`src/rtl/pulse_meter_pkg.sv`:
```
// rtl/pulse_meter_pkg.sv - shared types and helpers for the pulse measurement stage
//
// Purpose:
//   Common definitions for chan_pulse_meter and related blocks:
//   - the measurement FSM state enum
//   - the default counter/result width
//   - a saturating increment helper
// Ports: none (package).
package pulse_meter_pkg;

  localparam int unsigned W_DEFAULT = 16;

  typedef enum logic [1:0] {
    ARM    = 2'd0,
    MEAS_H = 2'd1,
    MEAS_L = 2'd2
  } meas_state_e;

  // Operates on a 32-bit container so one function serves every width up to 32.
  // Callers zero-extend the operand and the ceiling, then truncate the result.
  function automatic logic [31:0] sat_inc(input logic [31:0] v, input logic [31:0] vmax);
    return (v >= vmax) ? vmax : v + 32'd1;
  endfunction

endpackage

```
`src/rtl/sync_edge_det.sv`:
```
// rtl/sync_edge_det.sv - multi-flop synchroniser with registered-previous edge detect
//
// Purpose:
//   Brings an asynchronous level into the i_clk domain and flags its edges.
//   The same block is reused by other trigger-path blocks.
// Ports:
//   i_clk    in   sampling clock, rising edge
//   i_rst_n  in   synchronous active-low reset; clears the sync chain and the previous-level flop
//   i_d      in   asynchronous input level
//   o_s      out  synchronised level
//   o_rise   out  s high while the previous s was low
//   o_fall   out  s low while the previous s was high
module sync_edge_det #(
  parameter int SYNC_STAGES = 2
) (
  input  logic i_clk,
  input  logic i_rst_n,
  input  logic i_d,
  output logic o_s,
  output logic o_rise,
  output logic o_fall
);

  logic [SYNC_STAGES-1:0] r_sync;
  logic                   r_p;

  always_ff @(posedge i_clk) begin
    if (!i_rst_n) begin
      r_sync <= '0;
      r_p    <= 1'b0;
    end else begin
      r_sync <= {r_sync[SYNC_STAGES-2:0], i_d};
      r_p    <= r_sync[SYNC_STAGES-1];
    end
  end

  assign o_s    = r_sync[SYNC_STAGES-1];
  assign o_rise = o_s & ~r_p;
  assign o_fall = ~o_s & r_p;

endmodule

```
`src/rtl/chan_pulse_meter.sv`:
```
// rtl/chan_pulse_meter.sv - per-channel rising-edge counter and low/high pulse-width meter
//
// Purpose:
//   Synchronises Din, counts rising edges per Gate window and measures the most
//   recent complete low and high pulse widths in Clk cycles. All outputs are
//   registered so an asynchronous reader sees coherent words.
// Ports:
//   Clk   in   sampling clock, rising edge
//   nRst  in   synchronous active-low reset
//   Din   in   raw channel input, asynchronous to Clk
//   En    in   measurement enable
//   Gate  in   one-cycle strobe closing the edge-count window
//   Edge  out  rising edges counted in the last closed window
//   TL    out  last complete low-pulse width, cycles
//   TH    out  last complete high-pulse width, cycles
//   New   out  one-cycle strobe, Edge updated
module chan_pulse_meter
  import pulse_meter_pkg::*;
#(
  parameter int W           = W_DEFAULT,
  parameter int SYNC_STAGES = 2
) (
  input  logic         Clk,
  input  logic         nRst,
  input  logic         Din,
  input  logic         En,
  input  logic         Gate,
  output logic [W-1:0] Edge,
  output logic [W-1:0] TL,
  output logic [W-1:0] TH,
  output logic         New
);

  localparam logic [W-1:0] MAX = '1;
  // The sync chain and p are cleared by reset, so a Din that is already high
  // at release looks like a rise. Edges are ignored until every flop in the
  // chain plus p holds a genuinely sampled value.
  localparam int WARM = SYNC_STAGES + 1;
  localparam int WW   = $clog2(WARM + 1);

  logic              w_s;
  logic              w_rise;
  logic              w_fall;
  logic              w_rise_q;
  logic              w_fall_q;
  logic              w_warm_done;
  logic              w_wc_max;
  logic [W-1:0]      w_wc_inc;
  logic [W-1:0]      w_ec_inc;
  logic [W-1:0]      w_ec_rise;
  logic              w_lat_th;
  logic              w_lat_tl;
  meas_state_e       w_state_nxt;

  meas_state_e       r_state;
  logic [W-1:0]      r_wc;
  logic [W-1:0]      r_ec;
  logic [W-1:0]      r_edge;
  logic [W-1:0]      r_tl;
  logic [W-1:0]      r_th;
  logic              r_new;
  logic [WW-1:0]     r_warm;

  sync_edge_det #(
    .SYNC_STAGES (SYNC_STAGES)
  ) u_sync (
    .i_clk   (Clk),
    .i_rst_n (nRst),
    .i_d     (Din),
    .o_s     (w_s),
    .o_rise  (w_rise),
    .o_fall  (w_fall)
  );

  assign w_warm_done = (r_warm == WW'(WARM));
  assign w_rise_q    = w_rise & w_warm_done;
  assign w_fall_q    = w_fall & w_warm_done;

  assign w_wc_max  = (r_wc == MAX);
  assign w_wc_inc  = W'(sat_inc(32'(r_wc), 32'(MAX)));
  assign w_ec_inc  = W'(sat_inc(32'(r_ec), 32'(MAX)));
  // Edge count including a rise detected in this very cycle.
  assign w_ec_rise = w_rise_q ? w_ec_inc : r_ec;

  // FSM: state register
  always_ff @(posedge Clk) begin
    if (!nRst) begin
      r_state <= ARM;
    end else begin
      r_state <= w_state_nxt;
    end
  end

  // FSM: next state. The first edge seen from ARM only selects the phase;
  // the pulse that was already in progress is never measured.
  always_comb begin
    w_state_nxt = r_state;
    if (!En) begin
      w_state_nxt = ARM;
    end else begin
      case (r_state)
        ARM: begin
          if (w_rise_q)      w_state_nxt = MEAS_H;
          else if (w_fall_q) w_state_nxt = MEAS_L;
        end
        MEAS_H:  if (w_fall_q) w_state_nxt = MEAS_L;
        MEAS_L:  if (w_rise_q) w_state_nxt = MEAS_H;
        default: w_state_nxt = ARM;
      endcase
    end
  end

  // FSM: outputs. A width counter stuck at its ceiling publishes the ceiling
  // straight away so a dead input is visible without waiting for an edge.
  always_comb begin
    w_lat_th = 1'b0;
    w_lat_tl = 1'b0;
    if (En) begin
      w_lat_th = (r_state == MEAS_H) && (w_fall_q || (w_wc_max && w_s));
      w_lat_tl = (r_state == MEAS_L) && (w_rise_q || (w_wc_max && !w_s));
    end
  end

  // Datapath: width counter, edge counter, result registers
  always_ff @(posedge Clk) begin
    if (!nRst) begin
      r_wc   <= '0;
      r_ec   <= '0;
      r_edge <= '0;
      r_tl   <= '0;
      r_th   <= '0;
      r_new  <= 1'b0;
      r_warm <= '0;
    end else begin
      if (!w_warm_done) begin
        r_warm <= r_warm + WW'(1);
      end
      r_new <= En & Gate;
      if (!En) begin
        r_wc <= '0;
        r_ec <= '0;
      end else begin
        // Loading 1 on the edge makes the latched value equal the distance
        // between the two edge-detect cycles.
        r_wc <= (w_rise_q | w_fall_q) ? W'(1) : w_wc_inc;
        if (Gate) begin
          r_edge <= w_ec_rise;
          r_ec   <= '0;
        end else begin
          r_ec   <= w_ec_rise;
        end
      end
      if (w_lat_th) r_th <= r_wc;
      if (w_lat_tl) r_tl <= r_wc;
    end
  end

  assign Edge = r_edge;
  assign TL   = r_tl;
  assign TH   = r_th;
  assign New  = r_new;

endmodule
```
`config.mk`:
```
export PLATFORM = sky130hd
export DESIGN_NAME = chan_pulse_meter
export DESIGN_NICKNAME = d
export VERILOG_FILES = /design/src/rtl/pulse_meter_pkg.sv /design/src/rtl/sync_edge_det.sv /design/src/rtl/chan_pulse_meter.sv
export SDC_FILE = /design/constraint.sdc
export NUM_CORES = 1
export LEC_CHECK = 0
export CORE_MARGIN = 2
export CORE_UTILIZATION = 37
export DETAILED_ROUTE_END_ITERATION = 10
export GPL_TIMING_DRIVEN = 0
export PLACE_DENSITY = 0.6
export SYNTH_ARGS = -nofsm -noshare
export SYNTH_HDL_FRONTEND = slang
export SYNTH_SLANG_ARGS = --single-unit
```
`constraint.sdc`:
```
create_clock -name Clk -period 2.4 [get_ports Clk]
set_input_delay 0.48 -clock Clk [delete_from_list [all_inputs] [get_ports Clk]]
set_output_delay 0.48 -clock Clk [all_outputs]
set_load 0.05 [all_outputs]
```
==> out/metrics.yaml, run 1 <==
whs_ns: 0.448
start_util_pct: 37.9
die_w_um: 101
path_clk_slew_ns: 0.10
synth_warnings: 0
timing.rr.start: "r_wc[0]"
htreeDepth: 3
drive_gt1_share_pct: 6.16
required_ns: 2.66
worstMarginPinSlew_ns: 0.511
min_period_over_period_pct: 89.7
wl_per_cell_um: 13.8
grt_pass1_vias: 2592
max_freq_mhz: 464
drtAntennaViolNets: 0
crit_buf_inv: 1
ys_top_cells_by_area: "dfxtp_1 51%, nand3_1 7.5%, o21ai_0 4.5%"
setup_viol: 0
core_area_sq_mm: 0.00915
grt_antenna_before_repair: 0
yosys.cell_types.count: 42
drv_slew: 0
cpMaxStageDelayCell: "nor4_4"
seq_area_sq_mm: 0.00176
cap_violations: 0
area_growth_syn_to_layout_pct: 25.1
via_per_inst: 5.07
critPathTopFamily: "simple AND/OR/NAND/NOR gates"
status: "complete, no violations"
ys_ff_latch: 88
io_pins: 54
fill_cells: 896
post_cts_resized: 0
synth_largest_area_cell: "dfxtp_1"
cts_sinks: 88
wirelength_um: 8050
overflow: 0
path_max_fanout: 10
power.total_mw: 2.69
clock_latency_ns: 0.36
drcViolationCount: 0
hpwl_um: 5890
crit_chain: "ha_1, nand3_2, nor4_4, a31oi_1, buf_2, nand3_1, o21ai_1"
cts_root_buffer: "clkbuf_8"
hold_buffers: 0
hold_start: "u_sync.r_sync[0]"
pre_cts_ws_ns: -0.0175
dr.first_iter.drc_count: 115
dpl_cell_area_sq_mm: 0.00414
antenna-diode-count: 0
cp.arrival_ns: 2.41
seq_area_frac_synth_pct: 50.7
cp-startpoint: "r_wc[0]"
cts_tree: "yes"
firstDrtPassIters: 4
hold_viol: 0
rsz0062_at_grt: "false"
min_path_type: "flop to flop"
syn-instance-count: 402
utilization_pct: 47.5
final_cell_mix: "88 x dfxtp_1, 53 x clkdlybuf4s50_1, 52 x nand3_1, 39 x nand2_1, 37 x nor2_1"
multi_input_comb_area_sq_mm: 0.00160
place.gp.congestion: 0.792
cts_max_path_buffers: 2
final_common_cell: "dfxtp_1"
synth_top_area_share_pct: 50.7
vias: 2950
p_per_area_mw_per_mm2: 619
track_usage_pct: 16.4
start_kind: "flop"
io_buffers: 53
stdcell_area_sq_mm: 0.00434
dieArea_sq_mm: 0.0102
criticalPathCategory: "flop to flop"
slew_headroom_pct: 65.8
cp_slowest_stage_delay_ns: 0.53
num_rows: 35
grt_max_degree: 17
clock_skew_ns: 0.00867
synth.net_count: 410
ir_worst_vdd_v: 0.000268
min_period_ns: 2.15
leakagePower_nw: 1.50
nNetsFinal: 474
worst_slack_ns: 0.247
die_height_um: 101
netlist_area_sq_mm: 0.00347
end_kind: "flop"
cts_setup_buffers: 0
synth_area_per_cell_sq_um: 8.64
grt_pass1_wl_um: 13100
cts_buffers: 9
metal layers:
layer | part of all wire (%) | GRT usage [%] | wire (um) | vias up
met5 | 0 | 0 | 0 | -
met4 | 1.6 | 6.32 | 127 | 0
met3 | 4.0 | 3.33 | 318 | 11
met2 | 38 | 21.8 | 3100 | 56
met1 | 56 | 25.6 | 4500 | 1343
li1 | - | - | - | 1540
synthesized netlist by cell type:
cell,instances
a211oi_1,2
a21o_1,1
a21oi_1,27
a21oi_2,1
a31o_2,1
a31oi_1,4
a32oi_1,1
a41o_1,1
and2_0,1
and2_1,4
and2b_1,1
and3_1,3
and3b_1,4
and4_1,4
and4b_1,1
buf_1,4
buf_2,6
clkbuf_1,11
clkbuf_2,1
dfxtp_1,88
ha_1,3
inv_1,4
mux2i_1,5
nand2_1,39
nand2b_1,3
nand3_1,52
nand3_2,1
nand3b_1,2
nand4_1,5
nand4b_1,2
nor2_1,37
nor2b_1,1
nor3_1,4
nor4_1,3
nor4_4,1
o211ai_1,2
o21ai_0,31
o21ai_1,18
o21bai_1,1
or2_2,2
xnor2_1,4
xor2_1,16
power breakdown:
part	internal [mW]	switching, mW	leakage (nW)	total [mW]
registers	1.48	0.0118	0.711	1.49
clock network	0.494	0.567	0.101	1.06
logic	0.0439	0.0931	0.692	0.137
total	2.02	0.672	1.50	2.69
registers in the layout, indices dropped and copies added, names as in the netlist:
| signal | count |
|---|---|
| u_sync.r_p | 1 |
| r_wc | 16 |
| r_state | 2 |
| Edge | 16 |
| r_ec | 16 |
| New | 1 |
| TH | 16 |
| r_warm | 2 |
| TL | 16 |
| u_sync.r_sync | 2 |
cell type report:
class	count	share of cell area, %
sequential	88	40.6
clock inverter	7	1.79
tap	111	3.20
buffer	22	2.10
clock buffer	9	2.85
timing repair buffer	53	12.2
multi-input combinational	288	36.9
inverter	4	0.346
stage by stage:
stage	TNS, ns	std cells
2_1_floorplan	0	402
3_3_place_gp	0	566
4_1_cts	0	582
3_5_place_dp	-0.0175	566
5_1_grt	0	582
6_report	0	582
logic make-up (layout without fill, tap and decap cells):
family / Yosys count / after routing / share of synthesized area (%)
DFF: 88 / 88 / 50.7
adders and majority gates: 3 / 3 / 1.08
buffers and inverters: 26 / 95 / 3.06
xor gates and xnor gates: 20 / 20 / 5.04
and+or+nand+nor: 170 / 170 / 24.6
AOI/OAI and AO/OA: 90 / 90 / 14.0
muxes: 5 / 5 / 1.44
path summary, 6_finish.rpt:
check                     endpoint  slack [ns]  cells past startpoint
setup / recovery            TL[10]        0.25                      7
hold / removal    u_sync.r_sync[1]        0.45                      1
setup reg to reg            TL[10]        0.25                      7
hold reg to reg   u_sync.r_sync[1]        0.45                      1
No activity file was read; power rests on OpenSTA's default activity.
==> inputs of run 2 (changes only) <==
--- a/config.mk
+++ b/config.mk
@@ -5,11 +5,14 @@
 export SDC_FILE = /design/constraint.sdc
 export NUM_CORES = 1
 export LEC_CHECK = 0
+export CAP_MARGIN = 15
 export CORE_MARGIN = 2
 export CORE_UTILIZATION = 37
 export DETAILED_ROUTE_END_ITERATION = 10
 export GPL_TIMING_DRIVEN = 0
 export PLACE_DENSITY = 0.6
+export SETUP_SLACK_MARGIN = 0.02
+export SKIP_CTS_REPAIR_TIMING = 1
 export SYNTH_ARGS = -nofsm -noshare
 export SYNTH_HDL_FRONTEND = slang
 export SYNTH_SLANG_ARGS = --single-unit
==> run 2 against run 1 <==
  * Core utilization is essentially flat
  * Sequential share of layout area is essentially flat
  * Worst setup slack gained 0.021 ns
  * Die area is the same
  * Largest cell class unchanged
==> out/metrics.yaml, run 2 (synthesis gave the netlist of run 1 again) <==
status: "complete, no violations"
required_ns: 2.66  # about the same
area_growth_syn_to_layout_pct: 25.2  # about the same
clock_skew_ns: 0.00856  # -0.000114 ns
place.gp.congestion: 0.792  # unchanged
stdcell_area_sq_mm: 0.00435  # about the same
via_per_inst: 5.09  # +0.51%
grt_max_degree: 17  # unchanged
grt_pass1_wl_um: 13100  # unchanged
ir_worst_vdd_v: 0.000267  # -0.49%
htreeDepth: 3  # unchanged
firstDrtPassIters: 4  # unchanged
leakagePower_nw: 1.50  # about the same
antenna-diode-count: 0  # unchanged
hold_viol: 0  # unchanged
cts_max_path_buffers: 2  # unchanged
cts_sinks: 88  # unchanged
path_max_fanout: 10  # unchanged
grt_pass1_vias: 2592  # unchanged
cts_tree: "yes"
wl_per_cell_um: 13.8  # -0.20%
drcViolationCount: 0  # unchanged
finalNonFillerCells: 582  # unchanged
worstMarginPinSlew_ns: 0.511  # unchanged
setup_viol: 0  # unchanged
worst_slack_ns: 0.267  # +0.0207 ns
drive_gt1_share_pct: 6.37  # +0.21 points
num_rows: 35  # unchanged
dieArea_sq_mm: 0.0102  # unchanged
hpwl_um: 5890  # unchanged
clock_latency_ns: 0.36  # about the same
drtAntennaViolNets: 0  # unchanged
max_freq_mhz: 469  # +0.97%
nNetsFinal: 474  # unchanged
cap_violations: 0  # unchanged
core_area_sq_mm: 0.00915  # unchanged
p_per_area_mw_per_mm2: 618  # about the same
die_w_um: 101  # unchanged
min_period_over_period_pct: 88.9  # -0.86 points
vias: 2965  # +0.51%
start_util_pct: 37.9  # unchanged
dpl_cell_area_sq_mm: 0.00414  # unchanged
overflow: 0  # unchanged
pre_cts_ws_ns: -0.0175  # unchanged
cp.arrival_ns: 2.39  # -0.02 ns
rsz0062_at_grt: "false"
grt_antenna_before_repair: 0  # unchanged
dr.first_iter.drc_count: 106  # -7.8%
cts_root_buffer: "clkbuf_8"
die_height_um: 101  # unchanged
start_kind: "flop"
final_cell_mix: "88 x dfxtp_1, 53 x clkdlybuf4s50_1, 52 x nand3_1, 39 x nand2_1, 36 x nor2_1"
cts_buffers: 9  # unchanged
io_buffers: 53  # unchanged
slew_headroom_pct: 65.8  # unchanged
drv_slew: 0  # unchanged
min_period_ns: 2.13  # -0.0207 ns
io_pins: 54  # unchanged
end_kind: "flop"
whs_ns: 0.448  # +0.00000300 ns
final_common_cell: "dfxtp_1"
power.total_mw: 2.69  # about the same
wirelength_um: 8030  # -0.20%
worst-r2r-setup-slack_ns: 0.27  # +0.02 ns
path_clk_slew_ns: 0.09  # about the same
criticalPathCategory: "flop to flop"
dp.cells: 566  # unchanged
min_path_type: "flop to flop"
track_usage_pct: 16.4  # unchanged
==> run 2: cell counts in the layout (fill, tap and decap cells not counted) <==
No cell type changed its count.
==> run 2: cell type report <==
type | count | area [sq um]
clock buffers | 9 | 124
inverters | 4 | 15.0
repair buffers | 53 | 531
fillers | 895 | 4810
clock inverters | 7 | 77.6
plain buffers | 22 | 91.3
flip-flops and latches | 88 | 1760
well taps | 111 | 139
multi-input cells | 288 | 1610
==> run 2: through the flow <==
| stage | TNS (ns) | util (%) |
|---|---|---|
| detailed placement | -0.0175 | 45.2 |
| global route | 0 | 47.5 |
| global placement | 0 | 45.2 |
| finish | 0 | 47.5 |
| floorplan | 0 | - |
| CTS | 0 | 47.5 |
==> run 2: worst max-delay path, stage by stage (launching register included) <==
cell	delay, ns
dfxtp_1	0.45
ha_1	0.24
nand3_2	0.16
nor4_4	0.52
a31oi_1	0.24
buf_2	0.25
nand3_1	0.11
o21ai_1	0.07
==> run 2: per-layer routing <==
metal,track usage (%),vias to the layer above,routed length (um)
li1,-,1540,-
met1,25.6,1357,4460
met2,21.8,60,3150
met3,3.33,8,335
met4,6.32,0,87
met5,0,-,0
==> run 2: power by group <==
part	internal, mW	switching, mW
Sequential	1.48	0.0118
Combinational	0.0439	0.0929
Clock	0.494	0.567
==> run 2: path summary, 6_finish.rpt <==
path,startpoint,to,cells after the start
setup / recovery,r_wc[0],TL[10],7
hold / removal,u_sync.r_sync[0],u_sync.r_sync[1],1
setup reg to reg,r_wc[0],TL[10],7
hold reg to reg,u_sync.r_sync[0],u_sync.r_sync[1],1
